**config.mk**
```make
export PLATFORM = sky130hd
export DESIGN_NAME = egg_timer_countdown
export DESIGN_NICKNAME = d
export VERILOG_FILES = /design/src/rtl/egg_timer_countdown.sv
export SDC_FILE = /design/constraint.sdc
export NUM_CORES = 1
export LEC_CHECK = 0
export CAP_MARGIN = 20
export CORE_MARGIN = 2
export CORE_UTILIZATION = 45
export DETAILED_ROUTE_END_ITERATION = 8
export HOLD_SLACK_MARGIN = 0.15
export PLACE_DENSITY = 0.65
export SYNTH_ARGS = -nofsm -noshare
export SYNTH_HDL_FRONTEND = slang
export SYNTH_SLANG_ARGS = --single-unit
```
**constraint.sdc**
```tcl
create_clock -name CLOCK_50 -period 3.25 [get_ports CLOCK_50]
set_input_delay 0.4875 -clock CLOCK_50 [delete_from_list [all_inputs] [get_ports CLOCK_50]]
set_output_delay 0.4875 -clock CLOCK_50 [all_outputs]
set_load 0.05 [all_outputs]
```
**src/rtl/egg_timer_countdown.sv**
```systemverilog
`timescale 1ns/1ps
// -----------------------------------------------------------------------------
// egg_timer_countdown
//
// Countdown engine of the egg timer. It captures a programmed MM:SS value in
// BCD from the set-time entry logic and counts it down one second at a time
// once started. When the count reaches 00:00 it flashes the red LEDs until
// the user acknowledges.
//
// Parameters
//   TICKS_PER_SEC : CLOCK_50 cycles per one-second decrement
//   FLASH_TICKS   : CLOCK_50 cycles per LED flash half-period
//
// Ports
//   CLOCK_50  in   system clock; all state changes on its rising edge
//   RESET     in   asynchronous, active-high reset
//   load      in   one-cycle pulse: capture min_bcd/sec_bcd (sanitised)
//   min_bcd   in   [7:4] minute tens, [3:0] minute ones, BCD
//   sec_bcd   in   [7:4] second tens, [3:0] second ones, BCD
//   start     in   one-cycle pulse: begin (or, with pause, toggle) countdown
//   ack       in   one-cycle pulse: leave FLASH
//   min_out   out  current minutes, BCD
//   sec_out   out  current seconds, BCD
//   state_out out  00 IDLE, 01 ARMED, 10 RUN, 11 FLASH
//   done      out  high throughout FLASH
//   LEDR      out  flash pattern (all on / all off)
//
// Build option
//   EGG_TIMER_PAUSE_EN : when defined, start in RUN pauses the countdown
//   into ARMED and keeps both the value and the prescaler count. A later
//   start resumes from that count. A load while ARMED clears the prescaler.
//   When undefined, start in RUN is ignored and every ARMED->RUN
//   transition restarts the prescaler from zero.
//
// All outputs come straight from registers, so there is no combinational
// path from any input to any output.
// -----------------------------------------------------------------------------
module egg_timer_countdown #(
    parameter int TICKS_PER_SEC = 50000000,
    parameter int FLASH_TICKS   = 12500000
) (
    input  logic       CLOCK_50,
    input  logic       RESET,
    input  logic       load,
    input  logic [7:0] min_bcd,
    input  logic [7:0] sec_bcd,
    input  logic       start,
    input  logic       ack,
    output logic [7:0] min_out,
    output logic [7:0] sec_out,
    output logic [1:0] state_out,
    output logic       done,
    output logic [9:0] LEDR
);

    localparam int PRE_W = (TICKS_PER_SEC > 1) ? $clog2(TICKS_PER_SEC) : 1;
    localparam int FL_W  = (FLASH_TICKS > 1)   ? $clog2(FLASH_TICKS)   : 1;

    localparam logic [PRE_W-1:0] PRE_LAST = PRE_W'(TICKS_PER_SEC - 1);
    localparam logic [PRE_W-1:0] PRE_ZERO = PRE_W'(0);
    localparam logic [PRE_W-1:0] PRE_ONE  = PRE_W'(1);
    localparam logic [FL_W-1:0]  FL_LAST  = FL_W'(FLASH_TICKS - 1);
    localparam logic [FL_W-1:0]  FL_ZERO  = FL_W'(0);
    localparam logic [FL_W-1:0]  FL_ONE   = FL_W'(1);

    typedef enum logic [1:0] {
        ST_IDLE  = 2'b00,
        ST_ARMED = 2'b01,
        ST_RUN   = 2'b10,
        ST_FLASH = 2'b11
    } state_t;

    state_t           state_r;
    logic [7:0]       min_r;
    logic [7:0]       sec_r;
    logic [PRE_W-1:0] pre_r;
    logic [FL_W-1:0]  flash_cnt_r;
    logic             done_r;
    logic [9:0]       led_r;

    // Clamp one BCD digit to an upper limit.
    function automatic logic [3:0] clamp_digit(input logic [3:0] d, input logic [3:0] lim);
        return (d > lim) ? lim : d;
    endfunction

    // Minutes accept 00..99; out-of-range nibbles clamp to 9.
    function automatic logic [7:0] sanitise_min(input logic [7:0] v);
        return {clamp_digit(v[7:4], 4'd9), clamp_digit(v[3:0], 4'd9)};
    endfunction

    // Seconds accept 00..59; the tens nibble clamps to 5 and the ones nibble to 9.
    function automatic logic [7:0] sanitise_sec(input logic [7:0] v);
        return {clamp_digit(v[7:4], 4'd5), clamp_digit(v[3:0], 4'd9)};
    endfunction

    // Subtract one second from {min, sec} in BCD. Each digit that is zero
    // wraps to its maximum and borrows from the next digit up.
    function automatic logic [15:0] dec_mmss(input logic [15:0] v);
        logic [3:0] mt;
        logic [3:0] mo;
        logic [3:0] st;
        logic [3:0] so;
        mt = v[15:12];
        mo = v[11:8];
        st = v[7:4];
        so = v[3:0];
        if (so != 4'd0) begin
            so = so - 4'd1;
        end else begin
            so = 4'd9;
            if (st != 4'd0) begin
                st = st - 4'd1;
            end else begin
                st = 4'd5;
                if (mo != 4'd0) begin
                    mo = mo - 4'd1;
                end else begin
                    mo = 4'd9;
                    // 00:00 never reaches this point, because RUN leaves at 00:01.
                    mt = (mt != 4'd0) ? (mt - 4'd1) : 4'd0;
                end
            end
        end
        return {mt, mo, st, so};
    endfunction

    // Countdown FSM together with its prescaler, value and output registers.
    always_ff @(posedge CLOCK_50 or posedge RESET) begin
        if (RESET) begin
            state_r     <= ST_IDLE;
            min_r       <= 8'h00;
            sec_r       <= 8'h00;
            pre_r       <= PRE_ZERO;
            flash_cnt_r <= FL_ZERO;
            done_r      <= 1'b0;
            led_r       <= 10'h000;
        end else begin
            case (state_r)
                ST_IDLE: begin
                    if (load) begin
                        min_r   <= sanitise_min(min_bcd);
                        sec_r   <= sanitise_sec(sec_bcd);
                        pre_r   <= PRE_ZERO;
                        state_r <= ST_ARMED;
                    end
                end
                ST_ARMED: begin
                    // load takes priority over start when both arrive together.
                    if (load) begin
                        min_r <= sanitise_min(min_bcd);
                        sec_r <= sanitise_sec(sec_bcd);
                        pre_r <= PRE_ZERO;
                    end else if (start && ({min_r, sec_r} != 16'h0000)) begin
                        state_r <= ST_RUN;
`ifndef EGG_TIMER_PAUSE_EN
                        pre_r   <= PRE_ZERO;
`endif
                    end
                end
                ST_RUN: begin
`ifdef EGG_TIMER_PAUSE_EN
                    if (start) begin
                        // Pause: the value and the prescaler count are both held.
                        state_r <= ST_ARMED;
                    end else
`endif
                    if (pre_r == PRE_LAST) begin
                        pre_r          <= PRE_ZERO;
                        {min_r, sec_r} <= dec_mmss({min_r, sec_r});
                        if ({min_r, sec_r} == 16'h0001) begin
                            state_r     <= ST_FLASH;
                            done_r      <= 1'b1;
                            led_r       <= 10'h3FF;
                            flash_cnt_r <= FL_ZERO;
                        end
                    end else begin
                        pre_r <= pre_r + PRE_ONE;
                    end
                end
                ST_FLASH: begin
                    if (ack) begin
                        state_r     <= ST_IDLE;
                        done_r      <= 1'b0;
                        led_r       <= 10'h000;
                        flash_cnt_r <= FL_ZERO;
                    end else if (flash_cnt_r == FL_LAST) begin
                        flash_cnt_r <= FL_ZERO;
                        led_r       <= ~led_r;
                    end else begin
                        flash_cnt_r <= flash_cnt_r + FL_ONE;
                    end
                end
                default: begin
                    state_r <= ST_IDLE;
                end
            endcase
        end
    end

    assign min_out   = min_r;
    assign sec_out   = sec_r;
    assign state_out = state_r;
    assign done      = done_r;
    assign LEDR      = led_r;

endmodule
```
==> summary.txt <==
Flop2flop setup slack: 210 ps
DR WL/cell: 16.2 um
Net count of the finished layout: 605
Rows: 37
Bufs on Longest Clock Path: 2
Share of total power in the clock network: 17.6%
Multiplexer share of the synthesized area: 4.56%
Startpoint type of the worst setup path: register
Number of storage elements in the synthesis netlist: 79
Clock-pin transition on the worst setup and hold timing paths: 80 ps
Relative slew slack: 44.9%
Largest net degree at the start of global routing: 33
Total net switching power: 0.00207 W
Drc violations: 0
Post-synth EDFFs: 0
Wire length of the first global-routing pass: 19500 um
Kind of path behind the tightest hold check: reg2reg
Critical-path cell with the highest stage delay: or4b_1
Starting Density: 46.0%
Post-synthesis instance area: 4720 um^2
Total of endpoints with negative setup slack in the final report: 0
Vias per inst: 5.93
Largest fanout of any net on the critical path: 9
Clk_lat worst skew: 360 ps
Wire length after detailed routing: 11600 um
Commonest register cell after synthesis: dfrtp_1
Overall global routing resource usage: 21.3%
Final hold viol count: 0
Relative contribution of combinational cells to total power: 51.4%
Drt initial violations: 208
Ratio of total power to cell area: 804 nW/um^2
First-pass iteration count of the detailed router: 4
Sequential power share: 30.9%
GRT overflow: 0
Buffers inserted during post-CTS setup optimization: 0
Leak pwr: 2.14 nW
Share of final-layout standard cells stronger than drive strength 1: 8.58%
Ports: 50
Critical path buffer and inverter count: 1
Vertical die dimension: 106 um
Vias in the first global route: 4001
Ordered list of cells on the worst path: or3_4 -> or4b_1 -> o31a_1 -> or3_1 -> buf_4 -> o31ai_1
Setup TNS after final layout: 0 ps
Clock tree from TritonCTS: built
Unique cell type count in the Yosys netlist: 70
Avg Synthesized Cell Area: 8.85 um^2
Share of synthesized cell area in full adder, half adder and majority cells: 1.59%
Final Max Slew Viols: 0
Post-detail-place hpwl: 8220 um
Placement-stage cell area: 5350 um^2
Dominant combinational cell family by area after synthesis: simple AND/OR/NAND/NOR gates
Max Clock Freq: 329 MHz
Clock skew after layout: 5.93 ps
Number of buffer cells added on primary ports: 49
Time the final worst path needs with I/O delays and setup: 3040 ps
Sequential cell area fraction in the yosys report: 41.8%
Critical path type: reg2reg
Count of cells resized by post-cts repair: 0
Crit path capture type: register
RSZ-0062 raised after global routing: false
Number of CTS-inserted buffers: 9
Compound-cell area share of the yosys netlist: 23.6%
Worst EP arrival: 3290 ps
Net count of the mapped netlist: 561
Power Internal: 0.00240 W
Highest ir drop seen on vdd: 0.392 mV
Syn. warnings: 0
Vias after detailed routing: 4265
Weighted congestion reported at the end of routability-driven placement: 0.882
Number of sinks on the clock net: 79
Initial antenna violation count: 0
Async set-reset flop share out of synthesis: 100%
Total of max-cap violations: 0
Switching portion of total power: 46.2%
Status: completed
H-tree depth reported by CTS: 3
Die span in x: 106 um
Number of antenna cells inserted: 0
Max incr delay on CP: 570 ps
ANT nets after route: 0
CTS Hold Buffers Added: 0
Root cell of the clock tree: clkbuf_8
Simple logic cell fraction of the synthesized area: 23.8%
Cells after synthesis: 534
Worst-Margin Slew: 820 ps
Area growth from synthesis to final layout: 17.6%
Die outline area: 11300 um^2
Final period utilization: 93.5%
Gate family responsible for the most delay along the worst path: simple AND/OR/NAND/NOR gates
Post-route design area: 5560 um^2
CP required: 3510 ps
Post-synthesis xor/xnor area fraction: 0.371%
Placeable core area: 10300 um^2
[synth_stat cells (3+ instances only)]
master / n / share of area (%)
a21boi_0: 4 / 0.64
nor3_1: 15 / 1.6
mux2i_1: 5 / 1.1
nand3_1: 26 / 2.8
mux2_1: 11 / 2.6
and3_1: 7 / 0.93
o21ai_0: 69 / 7.3
o41ai_1: 4 / 0.74
buf_2: 9 / 0.95
nand2_1: 45 / 3.6
nor4b_1: 4 / 0.74
and4_1: 8 / 1.5
a31oi_1: 12 / 1.6
o211ai_1: 4 / 0.64
o31ai_1: 28 / 4.4
dfrtp_1: 79 / 42
nand4_1: 13 / 1.7
nor2_1: 43 / 3.4
or3_1: 5 / 0.66
a22o_1: 3 / 0.56
or4_4: 4 / 0.95
nor4_1: 4 / 0.53
clkbuf_1: 19 / 1.5
buf_6: 3 / 0.71
or4_1: 4 / 0.64
o21ai_1: 8 / 0.85
inv_1: 11 / 0.87
nor2b_1: 10 / 1.3
a21oi_1: 23 / 2.4
ha_1: 6 / 1.6
[kinds of logic (layout without fill, tap and decap cells)]
family / count (synthesis) / in the layout
AO/OA/AOI/OAI: 177 / 177
XOR/XNOR: 2 / 2
buffers and inverters: 44 / 93
adder cells (fa/ha/maj): 6 / 6
multiplexers: 19 / 19
AND/OR/NAND/NOR: 207 / 207
flip-flops: 79 / 79
[sequential cells by signal, indices dropped and copies added, names as in the netlist]
name         cells
state_out        2
done             1
sec_out          8
flash_cnt_r     24
min_out          8
LEDR            10
pre_r           26
[per-layer routing]
metal / share of wire [%] / wire length, um / vias up / global-route usage [%]
li1: - / - / 2107 / -
met2: 48 / 5530 / 68 / 35.2
met3: 3.4 / 396 / 11 / 3.19
met5: 0 / 0 / - / 0
met4: 1.2 / 141 / 0 / 6.49
met1: 48 / 5560 / 2079 / 29.0
[worst reg2reg max path: cells and delay by family (launching register included)]
family	cells	cell delay, ps
AO/OA/AOI/OAI	2	700
flip-flops	1	450
AND/OR/NAND/NOR	3	1550
buffers and inverters	1	240
[path summary, 6_finish.rpt]
check	startpoint	to	cells past startpoint
min reg2reg	pre_r[15]	pre_r[15]	1
min in group asynchronous	RESET	LEDR[7]	2
min	pre_r[15]	pre_r[15]	1
max reg2reg	sec_out[4]	flash_cnt_r[3]	6
max in group asynchronous	RESET	flash_cnt_r[1]	3
max	sec_out[4]	flash_cnt_r[3]	6
[area by class of cell]
| type | count | area, um^2 |
|---|---|---|
| clock inverters | 4 | 70.1 |
| repair buffers | 66 | 618 |
| multi-input cells | 411 | 2540 |
| well taps | 136 | 170 |
| fillers | 962 | 4720 |
| inverters | 11 | 42.5 |
| flip-flops and latches | 79 | 1980 |
| clock buffers | 12 | 135 |
[per-stage QoR]
stage          hold slack, ps  power, W  std cells  utilization (%)  setup WS [ps]
4_1_cts                   479   0.00449        719             54.1            224
3_3_place_gp              455   0.00364        703             52.1            335
6_report                  475   0.00447        719             54.1            211
3_5_place_dp              464   0.00369        703             52.1            257
2_1_floorplan             437   0.00300        534                -            171
5_1_grt                   488   0.00475        719             54.1           86.0
[power groups by stage]
stage	registers [W]	logic (W)	clock network [W]
floorplan	0.00183	0.00117	0
finish	0.00138	0.00230	0.000788
CTS	0.00138	0.00230	0.000807
global route	0.00141	0.00249	0.000841
global placement	0.00139	0.00225	0
detailed placement	0.00140	0.00229	0
[cells in the final DEF (no fill, tap or decap), types with 4 or more instances in the layout]
master | synthesis | routed
and4_1 | 8 | 8
or4_4 | 4 | 4
nand4_1 | 13 | 13
buf_4 | 1 | 17
nor3_1 | 15 | 15
nand2_1 | 45 | 45
ha_1 | 6 | 6
mux2_1 | 11 | 11
nor2_1 | 43 | 43
and3_1 | 7 | 7
nor4_1 | 4 | 4
o21ai_1 | 8 | 9
nor2b_1 | 10 | 10
inv_1 | 11 | 10
a21oi_1 | 23 | 23
o31ai_1 | 28 | 28
dfrtp_1 | 79 | 79
or3_1 | 5 | 5
o21ai_0 | 69 | 68
clkdlybuf4s50_1 | 0 | 49
nand3_1 | 26 | 26
a31oi_1 | 12 | 12
nor4b_1 | 4 | 4
o41ai_1 | 4 | 4
o211ai_1 | 4 | 4
clkbuf_8 | 0 | 9
or4_1 | 4 | 4
mux2i_1 | 5 | 5
a21boi_0 | 4 | 4
Note: power is estimated with default switching activity, not from simulation.
